--- src/rtl/and_gate_pkg.sv ---
// Shared definitions for the and_gate reference cell and its consumers.
package and_gate_pkg;

   localparam int unsigned AND_WIDTH_DEF = 1;
   localparam int unsigned AND_CNT_W_DEF = 16;

   // Type for consumers of hi_count at the default counter width.
   typedef logic [AND_CNT_W_DEF-1:0] and_cnt_t;

endpackage

--- src/rtl/and_sat_counter.sv ---
// Generic saturating up-counter: counts cycles with inc high, sticks at all-ones.
module and_sat_counter
   import and_gate_pkg::*;
#(
   parameter int unsigned CNT_W = AND_CNT_W_DEF
) (
   input  logic             clk,
   input  logic             rst,
   input  logic             inc,
   output logic [CNT_W-1:0] count
);

   logic [CNT_W-1:0] count_d;

   // Next count: advance only while below the all-ones ceiling, so it never wraps.
   always_comb begin
      count_d = count;
      if (inc && (count != {CNT_W{1'b1}})) begin
         count_d = count + CNT_W'(1);
      end
   end

   // Count register, cleared immediately on reset regardless of saturation.
   always_ff @(posedge clk or posedge rst) begin
      if (rst) begin
         count <= '0;
      end else begin
         count <= count_d;
      end
   end

endmodule

--- src/rtl/and_gate.sv ---
// Bitwise two-input AND with a registered copy, rising-edge flag and activity counter.
module and_gate
   import and_gate_pkg::*;
#(
   parameter int unsigned WIDTH = AND_WIDTH_DEF,
   parameter int unsigned CNT_W = AND_CNT_W_DEF
) (
   input  logic             clk,
   input  logic             rst,
   input  logic [WIDTH-1:0] a,
   input  logic [WIDTH-1:0] b,
   output logic [WIDTH-1:0] y,
   output logic [WIDTH-1:0] y_q,
   output logic             y_rise,
   output logic [CNT_W-1:0] hi_count
);

   logic             rise_d;
   logic             all_hi;

   // Zero-latency result; deliberately outside reset so it tracks inputs during reset.
   assign y      = a & b;
   assign all_hi = &y;

   // A bit rises when it is 1 now but the registered copy still holds 0.
   always_comb begin
      rise_d = |(y & ~y_q);
   end

   // Registered copy and edge flag share the same edge so the pulse lines up with y_q.
   always_ff @(posedge clk or posedge rst) begin
      if (rst) begin
         y_q    <= '0;
         y_rise <= 1'b0;
      end else begin
         y_q    <= y;
         y_rise <= rise_d;
      end
   end

   and_sat_counter #(
      .CNT_W (CNT_W)
   ) u_hi_counter (
      .clk   (clk),
      .rst   (rst),
      .inc   (all_hi),
      .count (hi_count)
   );

endmodule

--- config.mk ---
export PLATFORM = sky130hd
export DESIGN_NAME = and_gate
export DESIGN_NICKNAME = d
export VERILOG_FILES = /design/src/rtl/and_gate_pkg.sv /design/src/rtl/and_sat_counter.sv /design/src/rtl/and_gate.sv
export SDC_FILE = /design/constraint.sdc
export NUM_CORES = 1
export LEC_CHECK = 0
export ABC_AREA = 1
export ABC_CLOCK_PERIOD_IN_PS = 1600
export CAP_MARGIN = 20
export CORE_MARGIN = 5
export CORE_UTILIZATION = 50
export CTS_CLUSTER_DIAMETER = 100
export DETAILED_ROUTE_END_ITERATION = 12
export GPL_TIMING_DRIVEN = 0
export PLACE_DENSITY = 0.85
export SLEW_MARGIN = 20
export SYNTH_ARGS = -nofsm -noshare
export SYNTH_HDL_FRONTEND = slang
export SYNTH_SLANG_ARGS = --single-unit
--- constraint.sdc ---
create_clock -name clk -period 1.6 [get_ports clk]
set_input_delay 0.24 -clock clk [delete_from_list [all_inputs] [get_ports clk]]
set_output_delay 0.24 -clock clk [all_outputs]
set_load 0.03 [all_outputs]
==> results.json <==
{
  "grt_first_pass_wirelength_mm": 4.312,
  "cts_tree": "built",
  "finClkSkew_ns": 0.002170,
  "fin_nets": 191,
  "start_util_pct": 51.67,
  "gp_congestion": 0.9121,
  "htree_levels": 1,
  "num_vias": 1076,
  "synth_fa_ha_area_share_pct": 1.116,
  "clkTransAtPathRegs_ns": 0.10,
  "timing.rr.end": "u_hi_counter.count[1]",
  "nFillCells": 216,
  "drv_slew": 0,
  "drive_above_1_share_pct": 14.67,
  "crit_fanout": 1,
  "crit_path_cell_trace": "clkdlybuf4s50_1",
  "postCtsHoldBufs": 0,
  "coreArea_um2": 2170,
  "synthMuxAreaShare_pct": 0,
  "hpwl_mm": 1.928,
  "crit_slowest_cell": "clkdlybuf4s50_1",
  "cts_root_buf": "clkbuf_4",
  "vias_per_cell": 5.075,
  "post-place-ws_ns": -0.3624,
  "finalHoldViolCount": 0,
  "avgSynthCellArea_um2": 7.051,
  "regArea_um2": 451.7,
  "end_kind": "output pin",
  "rrSetupSlack_ns": 0.13,
  "fin_util_pct": 64.36,
  "wl_mm": 2.468,
  "clock-sinks": 18,
  "crit_arrival_ns": 1.28,
  "drtIter0Drc": 16,
  "synth-simple-area-share_pct": 45.31,
  "leakage_uw": 0.0007192,
  "required_ns": 1.36,
  "clk_latency_ns": 0.29,
  "synth_area_um2": 1121,
  "setup_violations": 0,
  "io_pins": 23,
  "holdCritPathClass": "input port to async pin",
  "synth_cells": 159,
  "ys_types": 19,
  "wl_per_cell_um": 11.64,
  "cts_buffers": 3,
  "synth_seq_area_share_pct": 40.18,
  "grt_use_total_pct": 16.37,
  "multi_input_area_um2": 589.3,
  "grt_pass1_vias": 1020,
  "worst-path-buf-inv": 1,
  "clockBufferDepth": 2,
  "placed_cell_area_um2": 1376,
  "diodes": 0,
  "ys_seq_elements": 18,
  "finalPower_uw": 1133,
  "io_buffers": 22,
  "die_y_um": 57.35,
  "status": "completed",
  "overflow": 0,
  "maxCapViolCount": 0,
  "die_area_um2": 3289,
  "synth_compound_area_share_pct": 2.679,
  "yosysWarnings": 0,
  "synthXorXnorAreaFrac_pct": 2.344,
  "fin_crit_sh_pct": 95.23,
  "drc": 0,
  "worstSetupPathType": "flop to output pin",
  "tightestPinTransition_ns": 0.6802,
  "max_freq_mhz": 656.3,
  "max_stage_delay_ns": 0.66,
  "p_per_area_nw_per_um2": 811.6,
  "cpLargestDelayFamily": "buffers and inverters",
  "synth_top_family_by_area": "simple AND/OR/NAND/NOR gates",
  "antenna_found_initial": 0,
  "postLayoutSetupSlackWorst_ns": 0.07628,
  "startpoint_type": "flop",
  "max_slew_margin_pct": 54.61,
  "grt_max_degree": 19,
  "fp-row-count": 17,
  "area_growth_pct": 24.55,
  "dr.pass1.iters": 4,
  "die_w_um": 57.35,
  "post-route-min-period_ns": 1.524,
  "fin_area_um2": 1396,
  "syn_nets": 164,
  "ant_nets": 0,
  "max-vdd-ir-drop_uv": 743.6,
  "r2r-start": "u_hi_counter.count[0]",
  "r2r_cells": 8
}
## cell families after synthesis
| logic type | after synthesis |
|---|---|
| AOI/OAI and AO/OA | 6 |
| adders and majority gates | 1 |
| DFF | 18 |
| xor gates and xnor gates | 3 |
| and+or+nand+nor | 108 |
| buffers and inverters | 23 |
## timing repair
action | CTS | global route
resized for setup | 19 | 5
endpoints found under the setup margin | 17 | 13
buffers inserted | 0 | 0
## placed cells by master (no fill, tap or decap), types with 2 or more instances in the layout
master | Yosys | layout
nor2_1 | 10 | 10
o21ai_1 | 3 | 3
nor2_4 | 2 | 2
nand2_1 | 62 | 62
inv_2 | 3 | 4
o21ai_0 | 2 | 2
nand3_1 | 10 | 10
clkbuf_4 | 0 | 3
dlygate4sd2_1 | 0 | 16
nand4_1 | 9 | 9
nand2_2 | 4 | 4
nand2_4 | 2 | 2
nor2_2 | 7 | 7
clkdlybuf4s50_1 | 0 | 4
xnor2_1 | 3 | 3
inv_1 | 19 | 18
dfrtp_1 | 18 | 17
## routing by layer
layer	vias up	wire (um)	part of all wire, %	global-route usage [%]
met5	-	0	0	0
met4	0	23	0.93	6.954
met3	4	88	3.6	2.715
met2	18	1276	52	29.03
met1	505	1080	44	19.27
li1	549	-	-	-
## synthesized netlist by cell type
library cell,instances,area (um^2)
nand3_1,10,50.05
buf_6,1,11.26
a21oi_1,1,5.000
ha_1,1,12.51
o21ai_0,2,10.01
inv_1,19,71.32
nor2_1,10,37.54
nor2_4,2,22.52
nand4_1,9,56.30
dfrtp_1,18,450.4
nand2_1,62,232.7
nor2_2,7,43.79
inv_2,3,11.26
xnor2_1,3,26.28
nand3b_1,1,7.510
o21ai_1,3,15.01
nand2_2,4,25.02
nand3_2,1,10.01
nand2_4,2,22.52
## through the flow
step | hold WS [ns] | TNS [ns] | instances
after floorplan | 0.1786 | 0 | 159
after global placement | 0.4072 | -0.3433 | 209
after detailed placement | 0.4362 | -0.3935 | 209
after CTS | 0.3688 | 0 | 212
after global routing | 0.4264 | -0.007557 | 212
final | 0.3389 | 0 | 212
## worst max path at each step
stage                           from                    end  slack, ns  cells past startpoint
2_1_floorplan  u_hi_counter.count[0]  u_hi_counter.count[2]       0.03                      7
3_3_place_gp                       a                      y      -0.34                      4
3_5_place_dp                       a                      y      -0.36                      4
4_1_cts                          y_q                    y_q       0.01                      1
5_1_grt        u_hi_counter.count[0]  u_hi_counter.count[1]     -0.004                      8
6_report                      y_rise                 y_rise       0.08                      1
## final cells by class
cell class | instances | area share [%]
multi-input combinational | 118 | 42.20
sequential | 18 | 32.35
timing repair buffer | 22 | 14.61
inverter | 22 | 5.914
tap | 28 | 2.509
clock buffer | 3 | 1.613
buffer | 1 | 0.8065
## flip-flops by register name, indices dropped and copies added, names as in the netlist
name                flops
u_hi_counter.count     16
y_q                     1
y_rise                  1
## report_power, final
part / leakage (uW) / internal [uW] / switching (uW)
clock: 0.0000138 / 87.6 / 139
combinational: 0.000474 / 119 / 205
sequential: 0.000232 / 501 / 81.7
(Power assumes the default switching activity.)
==> patch: new RTL, same flow settings <==
The package constant `AND_CNT_W_DEF` goes from 16 to 32.
--- a/src/rtl/and_gate_pkg.sv
+++ b/src/rtl/and_gate_pkg.sv
@@ -2,7 +2,7 @@
 package and_gate_pkg;
 
    localparam int unsigned AND_WIDTH_DEF = 1;
-   localparam int unsigned AND_CNT_W_DEF = 16;
+   localparam int unsigned AND_CNT_W_DEF = 32;
 
    // Type for consumers of hi_count at the default counter width.
    typedef logic [AND_CNT_W_DEF-1:0] and_cnt_t;
Ports: changed (resized hi_count); port bits go from 23 to 39. No check against the original RTL was run, so the function may have changed too.
==> patch against the original RTL <==
Sequential cell count up 16. Area after synthesis up 110%. Sequential power up 69%. Total power up 90%. Core utilization up 11 points. Worst setup slack worse by 0.075 ns. Design area up 140%. Wire length rose to 2.8 times the old value. Critical path depth up 10.
==> patch: results (changes against the original RTL) <==
status - completed
origin of the worst setup path - u_hi_counter.count[1]$_DFFE_PP0P_
maximum number of pins on one net before global-route repair - 35 (+16)
global placer's final weighted congestion - 0.944 (+3.5%)
placement-stage cell area - 2800 um^2 (+100%)
number of placed cells counting well taps - 458 (+120%)
final worst setup slack - 0.00144 ns (-0.0748 ns)
Place WS - -0.332 ns (+0.0300 ns)
clock slew at the register clock pins of the worst setup and hold paths - 0.07 ns (-0.03 ns)
layout cells sized above 1 - 28.0% (+13 points)
Root Driver - sky130_fd_sc_hd__clkbuf_8
Critical Path Max Stage Delay - 0.41 ns (-0.25 ns)
net count reported at finish - 447 (+130%)
cell at the slowest stage of the critical path - sky130_fd_sc_hd__dfrtp_2
capturing point of the worst reg2reg path - u_hi_counter.count[4]$_DFFE_PP0P_
number of clock buffers inserted by TritonCTS - 5 (+2)
First DRT Iteration DRCs - 258 (+242)
slack of the worst reg-to-reg path - 0.001 ns (-0.13 ns)
final setup skew - 0.00453 ns (+0.00236 ns)
Top Registers - u_hi_counter.count: 32 flops, y_q: 1 flops, y_rise: 1 flops
static leakage power - 0.00166 uW (+130%)
met3 capacity usage during global routing - 4.28% (+1.6 points)
biggest fanout along the worst timing path - 5 (+4)
via count of the first global-routing pass - 2298 (+130%)
total wire length after detailed routing - 6.98 mm (+180%)
H-tree Lvls - 2 (+1)
top cells by count, synth - sky130_fd_sc_hd__nand2_1, sky130_fd_sc_hd__nor2_1, sky130_fd_sc_hd__dfrtp_1, sky130_fd_sc_hd__inv_1, sky130_fd_sc_hd__nand3_1
number of distinct library cells after synthesis - 23 (+4)
data arrival time at the worst-slack endpoint - 1.78 ns (+0.50 ns)
GRT Util Overall - 22.5% (+6.2 points)
GR Util met2 - 36.8% (+7.8 points)
post-synthesis sequential area ratio - 37.0% (-3.2 points)
maximum ir drop on the vdd rail - 0.000513 V (-31%)
headroom to the max-slew limit - 51.7% (-2.9 points)
xor/xnor cell area share of the yosys netlist - 4.57% (+2.2 points)
detailed-routing iteration count for the pre-antenna-repair pass - 5 (+1)
Pint - 1470 uW (+110%)
Post-DP HPWL - 4.51 mm (+130%)
patch: changes by cell type after synthesis, sizes merged:
cell,unedited run,this run
nand4,9,1
nand3,11,16
dfrtp,18,34
buf,1,5
xor2,0,6
nor2,19,58
inv,22,33
nand3b,1,3
nand2,68,199
o21ai,5,4
clkbuf,0,1
xnor2,3,6
patch: repair_timing:
action,CTS,global route
setup buffers,13,12
cloned,2,2
pin swaps,4,19
resized for setup,46,48
setup endpoints to repair,56,34
patch: routing by layer:
metal	routed length, um	vias to the layer above	share of wire (%)
li1	-	1252	-
met1	2820	1155	40
met2	3440	108	49
met3	550	19	7.9
met4	172	0	2.5
met5	0	-	0
patch: layout make-up:
cell class	instances	area, um^2
multi-input cells	295	1410
fillers	343	1100
flip-flops and latches	34	883
repair buffers	67	662
inverters	33	126
clock buffers	7	86.3
plain buffers	6	75.1
well taps	52	65.1
clock inverters	1	5.00
patch: power groups by stage:
| stage | registers, uW | clock network, uW | logic, uW |
|---|---|---|---|
| final | 987 | 669 | 501 |
| after global routing | 993 | 726 | 546 |
| after CTS | 981 | 675 | 443 |
| after detailed placement | 1000 | 0 | 419 |
| after global placement | 1000 | 0 | 405 |
| after floorplan | 1090 | 0 | 176 |
patch: how the worst min path moves through the flow:
stage | to | slack, ns | cells after the start
finish | u_hi_counter.count[3]$_DFFE_PP0P_ | 0.40 | 2
global route | y_rise$_DFF_PP0_ | 0.46 | 1
CTS | u_hi_counter.count[4]$_DFFE_PP0P_ | 0.42 | 2
detailed placement | y_rise$_DFF_PP0_ | 0.44 | 1
global placement | y_rise$_DFF_PP0_ | 0.42 | 1
floorplan | u_hi_counter.count[14]$_DFFE_PP0P_ | 0.38 | 1
patch: kinds of logic after synthesis:
logic type,Yosys count
simple gates,277
fa+ha+maj,1
flops,34
compound gates,5
buf+inv,39
xor+xnor,12
